**src/rtl/vram_frame_ctrl_pkg.sv**
```systemverilog
// Shared widths, state encoding and write payload for the double-buffered frame VRAM controller.
package vram_frame_ctrl_pkg;

    localparam int unsigned ADDR_W     = 12;
    localparam int unsigned ROW_W      = 6;
    localparam int unsigned PIX_W      = 8;
    localparam int unsigned ROW_DATA_W = 512;
    localparam int unsigned NUM_PIX    = 4096;

    typedef enum logic [1:0] {
        ST_IDLE      = 2'd0,
        ST_CLEAR     = 2'd1,
        ST_SWAP_WAIT = 2'd2
    } state_e;

    typedef struct packed {
        logic [ADDR_W-1:0] addr;
        logic [PIX_W-1:0]  data;
    } pix_wr_t;

endpackage

```
**src/rtl/vram_row_mux.sv**
```systemverilog
// Front-frame row-read capture: selects the front VRAM's row data on request and flags it valid next cycle.
module vram_row_mux
    import vram_frame_ctrl_pkg::*;
(
    input  logic                  clk,
    input  logic                  rst_n,
    input  logic                  rd_req,
    input  logic                  sel,
    input  logic [ROW_DATA_W-1:0] rd_data0,
    input  logic [ROW_DATA_W-1:0] rd_data1,
    output logic                  disp_valid,
    output logic [ROW_DATA_W-1:0] disp_data
);

    logic                  valid_q;
    logic [ROW_DATA_W-1:0] data_q;

    // Data is only captured on a request so it holds between reads.
    always_ff @(posedge clk or negedge rst_n) begin
        if (!rst_n) begin
            valid_q <= 1'b0;
            data_q  <= '0;
        end else begin
            valid_q <= rd_req;
            if (rd_req) begin
                data_q <= sel ? rd_data1 : rd_data0;
            end
        end
    end

    assign disp_valid = valid_q;
    assign disp_data  = data_q;

endmodule

```
**src/rtl/vram_frame_ctrl.sv**
```systemverilog
// Double-buffer controller: paint/clear writes go to the back frame, scanout reads the front frame,
// and front/back swaps commit only once no display read is in flight.
module vram_frame_ctrl
    import vram_frame_ctrl_pkg::*;
(
    input  logic                  clk,
    input  logic                  rst_n,
    input  logic                  wr_valid,
    output logic                  wr_ready,
    input  logic [ADDR_W-1:0]     wr_addr,
    input  logic [PIX_W-1:0]      wr_data,
    input  logic                  clear_req,
    input  logic [PIX_W-1:0]      clear_color,
    output logic                  clear_busy,
    output logic                  clear_done,
    input  logic                  swap_req,
    output logic                  swap_pending,
    output logic                  swap_done,
    output logic                  front_sel,
    input  logic                  disp_req,
    input  logic [ROW_W-1:0]      disp_row,
    output logic                  disp_valid,
    output logic [ROW_DATA_W-1:0] disp_data,
    output logic [ADDR_W-1:0]     vram_wr_addr,
    output logic [PIX_W-1:0]      vram_wr_data,
    output logic                  vram0_wr,
    output logic                  vram1_wr,
    output logic [ROW_W-1:0]      vram_rd_addr,
    output logic                  vram0_rd,
    output logic                  vram1_rd,
    input  logic [ROW_DATA_W-1:0] vram0_rd_data,
    input  logic [ROW_DATA_W-1:0] vram1_rd_data
);

    state_e            state_q, state_d;
    logic [ADDR_W-1:0] cnt_q, cnt_d;
    logic [PIX_W-1:0]  color_q, color_d;
    logic              swap_pending_q, swap_pending_d;
    logic              front_sel_q, front_sel_d;
    logic              clear_done_q, clear_done_d;
    logic              swap_done_q, swap_done_d;
    logic              rd_outstanding;
    logic              wr_back;
    pix_wr_t           wr_bus;

    always_ff @(posedge clk or negedge rst_n) begin
        if (!rst_n) begin
            state_q        <= ST_IDLE;
            cnt_q          <= '0;
            color_q        <= '0;
            swap_pending_q <= 1'b0;
            front_sel_q    <= 1'b0;
            clear_done_q   <= 1'b0;
            swap_done_q    <= 1'b0;
        end else begin
            state_q        <= state_d;
            cnt_q          <= cnt_d;
            color_q        <= color_d;
            swap_pending_q <= swap_pending_d;
            front_sel_q    <= front_sel_d;
            clear_done_q   <= clear_done_d;
            swap_done_q    <= swap_done_d;
        end
    end

    always_comb begin
        state_d        = state_q;
        cnt_d          = cnt_q;
        color_d        = color_q;
        swap_pending_d = swap_pending_q;
        front_sel_d    = front_sel_q;
        clear_done_d   = 1'b0;
        swap_done_d    = 1'b0;
        wr_ready       = 1'b0;
        wr_back        = 1'b0;
        wr_bus         = '{addr: wr_addr, data: wr_data};

        unique case (state_q)
            ST_IDLE: begin
                wr_ready = !clear_req && !swap_req;
                wr_back  = wr_valid && wr_ready;
                if (clear_req) begin
                    state_d = ST_CLEAR;
                    cnt_d   = '0;
                    color_d = clear_color;
                    if (swap_req) begin
                        swap_pending_d = 1'b1;
                    end
                end else if (swap_req) begin
                    state_d        = ST_SWAP_WAIT;
                    swap_pending_d = 1'b1;
                end
            end
            ST_CLEAR: begin
                wr_back = 1'b1;
                wr_bus  = '{addr: cnt_q, data: color_q};
                if (swap_req) begin
                    swap_pending_d = 1'b1;
                end
                if (cnt_q == ADDR_W'(NUM_PIX - 1)) begin
                    cnt_d        = '0;
                    clear_done_d = 1'b1;
                    state_d      = (swap_pending_q || swap_req) ? ST_SWAP_WAIT : ST_IDLE;
                end else begin
                    cnt_d = cnt_q + ADDR_W'(1);
                end
            end
            ST_SWAP_WAIT: begin
                // A row read issued last cycle still selects by the old front_sel.
                if (!disp_req && !rd_outstanding) begin
                    front_sel_d    = !front_sel_q;
                    swap_pending_d = 1'b0;
                    swap_done_d    = 1'b1;
                    state_d        = ST_IDLE;
                end
            end
            default: begin
                state_d = ST_IDLE;
            end
        endcase
    end

    assign vram_wr_addr = wr_bus.addr;
    assign vram_wr_data = wr_bus.data;
    assign vram0_wr     = wr_back && front_sel_q;
    assign vram1_wr     = wr_back && !front_sel_q;

    assign vram_rd_addr = disp_row;
    assign vram0_rd     = disp_req && !front_sel_q;
    assign vram1_rd     = disp_req && front_sel_q;

    vram_row_mux u_row_mux (
        .clk        (clk),
        .rst_n      (rst_n),
        .rd_req     (disp_req),
        .sel        (front_sel_q),
        .rd_data0   (vram0_rd_data),
        .rd_data1   (vram1_rd_data),
        .disp_valid (disp_valid),
        .disp_data  (disp_data)
    );

    assign rd_outstanding = disp_valid;
    assign clear_busy     = (state_q == ST_CLEAR);
    assign clear_done     = clear_done_q;
    assign swap_done      = swap_done_q;
    assign swap_pending   = swap_pending_q;
    assign front_sel      = front_sel_q;

endmodule

```
**config.mk**
```make
export PLATFORM = sky130hd
export DESIGN_NAME = vram_frame_ctrl
export DESIGN_NICKNAME = d
export VERILOG_FILES = /design/src/rtl/vram_frame_ctrl_pkg.sv /design/src/rtl/vram_row_mux.sv /design/src/rtl/vram_frame_ctrl.sv
export SDC_FILE = /design/constraint.sdc
export NUM_CORES = 1
export LEC_CHECK = 0
export ABC_AREA = 1
export BUFFER_PORTS_ARGS = -buffer_cell sky130_fd_sc_hd__buf_2
export CAP_MARGIN = 20
export CORE_AREA = 3 3 629 631
export CTS_BUF_LIST = sky130_fd_sc_hd__clkbuf_16
export CTS_CLUSTER_SIZE = 20
export DETAILED_ROUTE_END_ITERATION = 10
export DIE_AREA = 0 0 632 634
export GPL_TIMING_DRIVEN = 1
export PLACE_DENSITY = 0.32
export RECOVER_POWER = 100
export SLEW_MARGIN = 20
export SYNTH_ARGS = -nofsm -noshare
export SYNTH_HDL_FRONTEND = slang
export SYNTH_SLANG_ARGS = --single-unit
```
**constraint.sdc**
```tcl
create_clock -name clk -period 1.43 [get_ports clk]
set_input_delay 0.286 -clock clk [delete_from_list [all_inputs] [get_ports clk]]
set_output_delay 0.286 -clock clk [all_outputs]
set_load 0.01 [all_outputs]
```
After elaboration in Yosys (flattened, before gate mapping)
Index checks and enable logic that the tools add are counted.

storage, ports and cells
  register bits after elaboration = 539
  input port bits = 1064
  word-level logic and storage cells = 60

cells by class
  add/subtract/negate cells = 1
  equal/unequal tests = 8
  muxes and demuxes = 20
  reductions and logical operators = 22

operators with widths
  operator                                                number
  two-way mux 512 bit                                     1
  two-way mux 12 bit                                      2
  one-hot mux 12 bit (2 select lines)                     1
  two-way mux 20 bit                                      1
  adder 12 x 1 -> 12 bit (second input constant)          1
  == test 12 bit (second input constant)                  1
  two-way mux 2 bit                                       5
  logical AND 1 bit                                       7
  two-way mux 1 bit                                       7
  one-hot mux 2 bit (3 select lines)                      1
  AND reduction 2 bit                                     3
  AND reduction 3 bit                                     2
  zero test 1 bit                                         5
  inequality test 2 x 1 -> 1 bit (second input constant)  2
  inequality test 2 bit (second input constant)           2
  one-hot mux 1 bit (2 select lines)                      2
  nonzero test 2 bit                                      2
  inequality test 3 bit (second input constant)           1
  == test 2 x 1 -> 1 bit (second input constant)          1
  == test 2 bit (second input constant)                   1
  zero test 2 bit                                         1
  OR reduction 2 bit                                      1
  logical OR 1 bit                                        1

Longest topological paths before layout
  depth in word-level cells = 5
  mapped depth = 8
  gate-level depth less buffers = 8

Hierarchy
A second synthesis with hierarchy kept.

unflattened totals
  cell total of the unflattened synthesis = 4539
  area, all modules = 29897.4 um2

modules (own cells, without submodules)
  module           instances  cells an instance  area an instance (um2)  sequential area each (um2)
  vram_row_mux     1          4325               28272.1                 12837.3
  vram_frame_ctrl  1          214                1625.3                  650.6

Worst setup path before layout
No wires, ideal clock.

  kind = register to output
  start point = reg state_q[1]
  end point = out vram0_wr
  arrival time = 1234 ps
  data required time = 1144 ps
  path slack = -90 ps
  cell stages (with the launch flop) = 8
  buffers on the path = 0
  cells stage by stage = dfrtp_1 inv_2 nand2_1 nor3_2 nand3_1 nand2_1 inv_1 nor2_1

between the ends
  longest elaborated chain between the ends = 3
  elaborated cells on any way between the ends = 4

ends and longest elaborated chain
  what                                                              RTL line                source
  start: declaration                                                vram_frame_ctrl.sv:35   state_e state_q, state_d;
  start signal: assignment                                          vram_frame_ctrl.sv:56   state_q <= state_d;
  == test 2 x 1 -> 1 bit / zero test 2 bit (equally long branches)  vram_frame_ctrl.sv:78   unique case (state_q)
  one-hot mux 1 bit (2 select lines) (*)                            vram_frame_ctrl.sv:78
  logical AND 1 bit (*)                                             vram_frame_ctrl.sv:125  assign vram0_wr = wr_back && front_sel_q;
  end: declaration                                                  vram_frame_ctrl.sv:26   output logic vram0_wr,

Every way passes the cells marked *; elsewhere a longest branch is shown, timed or not.

Worst setup path in the final report
  start point = reg state_q[0]
  end point = out vram1_wr

between the ends
  longest elaborated chain between the ends = 3
  elaborated cells on any way between the ends = 4

ends and longest elaborated chain
  what                                                              RTL line                source
  == test 2 x 1 -> 1 bit / zero test 2 bit (equally long branches)  vram_frame_ctrl.sv:78
  one-hot mux 1 bit (2 select lines) (*)                            vram_frame_ctrl.sv:78
  logical AND 1 bit (*)                                             vram_frame_ctrl.sv:126  assign vram1_wr = wr_back && !front_sel_q;
  end: declaration                                                  vram_frame_ctrl.sv:27   output logic vram1_wr,

Marked as above.

==> flow_summary_export.csv <==
group,metric,value,unit
clock_network,cts_tree,"done",
global_routing,met1_usage,16.9,%
global_routing,grt_pass1_wl,367,mm
global_routing,grt_max_degree,66,
worst_setup_path,cp-startpoint,"state_q[0]$_DFFE_PN0P_",
logic_synthesis,synthMuxAreaShare,0,%
logic_synthesis,ys_warn_count,0,
status,violations,"setup timing",
worst_setup_path,critPathRequiredTime,1140,ps
worst_setup_path,arrival,2150,ps
worst_setup_path,critPathTopFamily,"simple AND/OR/NAND/NOR gates",
drt,finalWirelength,306,mm
drt,wl_per_cell,27.2,um
worst_setup_path,cp-start-kind,"flip-flop",
global_routing,grt_pass1_vias,35300,
worst_setup_path,reg2reg_depth,10,
timing,finalCritPeriodShare,170,%
power,p_leak,31.8,nW
timing,grt_setup_unrepaired,"true",
global_routing,use_met2,24.0,%
layout,finalInstanceArea,0.0638,mm^2
drt,drtAntennaViolNets,0,
timing,hold_violations,0,
timing,finalClockSkew,61.1,ps
power,total_power,97.4,mW
drt,via_per_inst,3.14,
worst_setup_path,path_cells,"inv_2 > buf_4 > nor2_8 > inv_8 > nand2_2 > inv_2 > nor2_4 > buf_6",
die,core_area,0.390,mm^2
worst_setup_path,crit_slowest_cell,"dfrtp_1",
die,start_util,6.09,%
clock_network,cts_max_level,3,
clock_network,cts_made_buffers,83,
drt,route.vias.total,35400,
logic_synthesis,synth_top_family_by_area,"simple AND/OR/NAND/NOR gates",
timing,hold_ws,227,ps
timing,max_slew_margin,22.4,%
layout,fin_nets,6947,
logic_synthesis,synth.cell_area,0.0237,mm^2
drt,drc,0,
placed_design,post-place-ws,-525,ps
clock_network,clock_latency,790,ps
clock_network,clockRootBuffer,"clkbuf_16",
logic_synthesis,avgSynthCellArea,8.03,um^2
worst_setup_path,path_common_cell,"inv_2",
global_routing,grt_busiest_layer,"met2",
drt,dr.pass1.iters,7,
die,die_x,632,um
timing,setup_viol,1297,
global_routing,antenna_found_initial,303,
global_routing,grt_overflow,0,
worst_setup_path,max_stage_delay,370,ps
logic_synthesis,ys_seq_area_share,56.8,%
worst_setup_path,cp.depth,8,
placed_design,hpwl,252,mm
die,dieArea,0.401,mm^2
status,status,"finished with violations",
logic_synthesis,synth_fa_ha_area_share,0.0527,%
timing,finalMaxSlewViolations,0,
logic_synthesis,synth-simple-area-share,37.5,%
logic_synthesis,synth_compound_area_share,0.643,%
timing,tns,-333790,ps
worst_hold_path,hp-class,"in -> reg",
logic_synthesis,ys_types,30,
clock_network,clk_path_buf_depth,4,
die,io_pins,1613,
placed_design,routabilityCongestion,0.931,
power,power_density,1530,mW/mm^2
logic_synthesis,synth_nets,4022,
worst_hold_path,whs_path_depth,4,
worst_setup_path,crit_buf_inv,5,
worst_setup_path,critPathKind,"reg -> out",
timing,fmax,0.410,GHz
clock_network,cts.clk_slew.worst_paths,60,ps
die,dieHeight,634,um
timing,finalCriticalPeriod,2440,ps
die,fp-row-count,229,
drt,drt_iter0_markers,1916,
worst_setup_path,endpoint_kind,"primary output",
global_routing,track_usage,13.9,%
layout,fillerInstances,44100,
logic_synthesis,synth_seq_cells,539,
placed_design,placed_cell_area,0.0393,mm^2
placed_design,io_buffers,1600,
timing,layout_setup_ws,-1010,ps
layout,drive_above_1_share,51.4,%
timing,tightestPinTransition,1160,ps
global_routing,met3_usage,4.05,%
clock_network,clkSinkCount,539,
run,maxCapViolCount,0,
logic_synthesis,synthXorXnorAreaFrac,0.184,%
worst_hold_path,min-delay-start,"vram0_rd_data[158]",
worst_setup_path,reg2reg_from,"front_sel$_DFFE_PN0P_",
logic_synthesis,synthCells,2957,
layout,area_growth,169,%
worst_setup_path,cp_max_fo,3,
power,ir_drop,0.811,mV
cell usage in the layout (no fill, tap or decap), types with 28 or more instances in the layout:
cell type      synthesis  final
buf_12                 0     90
buf_16                 0     31
buf_2                 72   1343
buf_4                 39    148
buf_6                 14    268
buf_8                  0     28
clkbuf_16              0    142
dfrtp_1              539    520
diode_2                0    123
dlygate4sd3_1          0   1037
inv_1                 21     39
nand2_1             1635   1135
nand2_2                1     63
nand2_4                0    410
nand2_8                0     28
nand3_1              524    108
nand3_2                0    417
final timing paths:
path                                                   endpoint  slack (ps)
max reg2reg                u_row_mux.disp_data[332]$_DFFE_PN0P_        -440
min                        u_row_mux.disp_data[158]$_DFFE_PN0P_         230
max                                                    vram1_wr       -1010
min reg2reg                u_row_mux.disp_data[131]$_DFFE_PN0P_         490
min in group asynchronous  u_row_mux.disp_data[201]$_DFFE_PN0P_         440
max in group asynchronous  u_row_mux.disp_data[246]$_DFFE_PN0P_        -370
through the flow:
step / cells / util (%)
2_1_floorplan: 2957 / -
3_3_place_gp: 9744 / 10.1
3_5_place_dp: 9744 / 10.1
4_1_cts: 11000 / 14.2
5_1_grt: 11200 / 16.3
6_report: 11300 / 16.4
flip-flops by register name, summed over array words and instances (netlist names):
signal and cells:
clear_done 1, swap_done 1, cnt_q 12, front_sel 1, swap_pending 1, state_q 2, color_q 8, u_row_mux.disp_valid 1
u_row_mux.disp_data 512
layer usage:
layer  share of wire (%)  wire [um]
met5                0.27        828
met3                 7.2      21900
met1                  41     126000
met4                 3.5      10800
met2                  48     146000
power breakdown:
part | switching [mW] | total [mW] | internal [mW]
Sequential | 4.78 | 25.8 | 21.0
Clock | 8.66 | 20.1 | 11.5
Combinational | 27.8 | 51.5 | 23.7
Total | 41.2 | 97.4 | 56.2
logic make-up after synthesis:
| logic type | after synthesis |
|---|---|
| AND/OR/NAND/NOR | 2179 |
| flip-flops | 539 |
| buffers and inverters | 208 |
| adder cells (fa/ha/maj) | 1 |
| XOR/XNOR | 5 |
| AO/OA/AOI/OAI | 25 |
tightest hold or removal path, delay by kind of cell:
family        cells  cell delay [ps]
simple gates      2              100
buf+inv           2              610
layout make-up:
cell class                 count  area [um^2]  share of cell area (%)
clock buffer                  84         2100                    3.29
antenna                      123          308                   0.482
inverter                      30          173                   0.271
timing repair buffer        3018        25900                    40.5
multi-input combinational   2210        14900                    23.4
sequential                   539        13500                    21.2
clock inverter                52          408                   0.639
tap                         5197         6500                    10.2
cells in the mapped netlist, drive strengths merged:
library cell / n / share of area (%)
nor2: 12 / 0.37
o21ai: 19 / 0.40
nand3: 525 / 11
a21oi: 1 / 0.021
o22ai: 4 / 0.18
nand4: 3 / 0.079
a22o: 1 / 0.037
xnor2: 1 / 0.037
inv: 30 / 0.51
nand2: 1636 / 26
ha: 1 / 0.053
buf: 125 / 3.4
xor2: 4 / 0.15
nor3: 3 / 0.11
clkbuf: 53 / 0.85
dfrtp: 539 / 57
what timing repair did:
item / 4_1_cts / 5_1_grt
gates cloned: 13 / 71
gates resized for setup: 612 / 1532
setup endpoints to repair: 1054 / 1068
buffers inserted: 92 / 46
endpoints found under the hold margin: 1062 / 0
hold buffers: 1037 / 0
pin swaps: 5 / 405
Note: power is estimated with default switching activity, not from simulation.
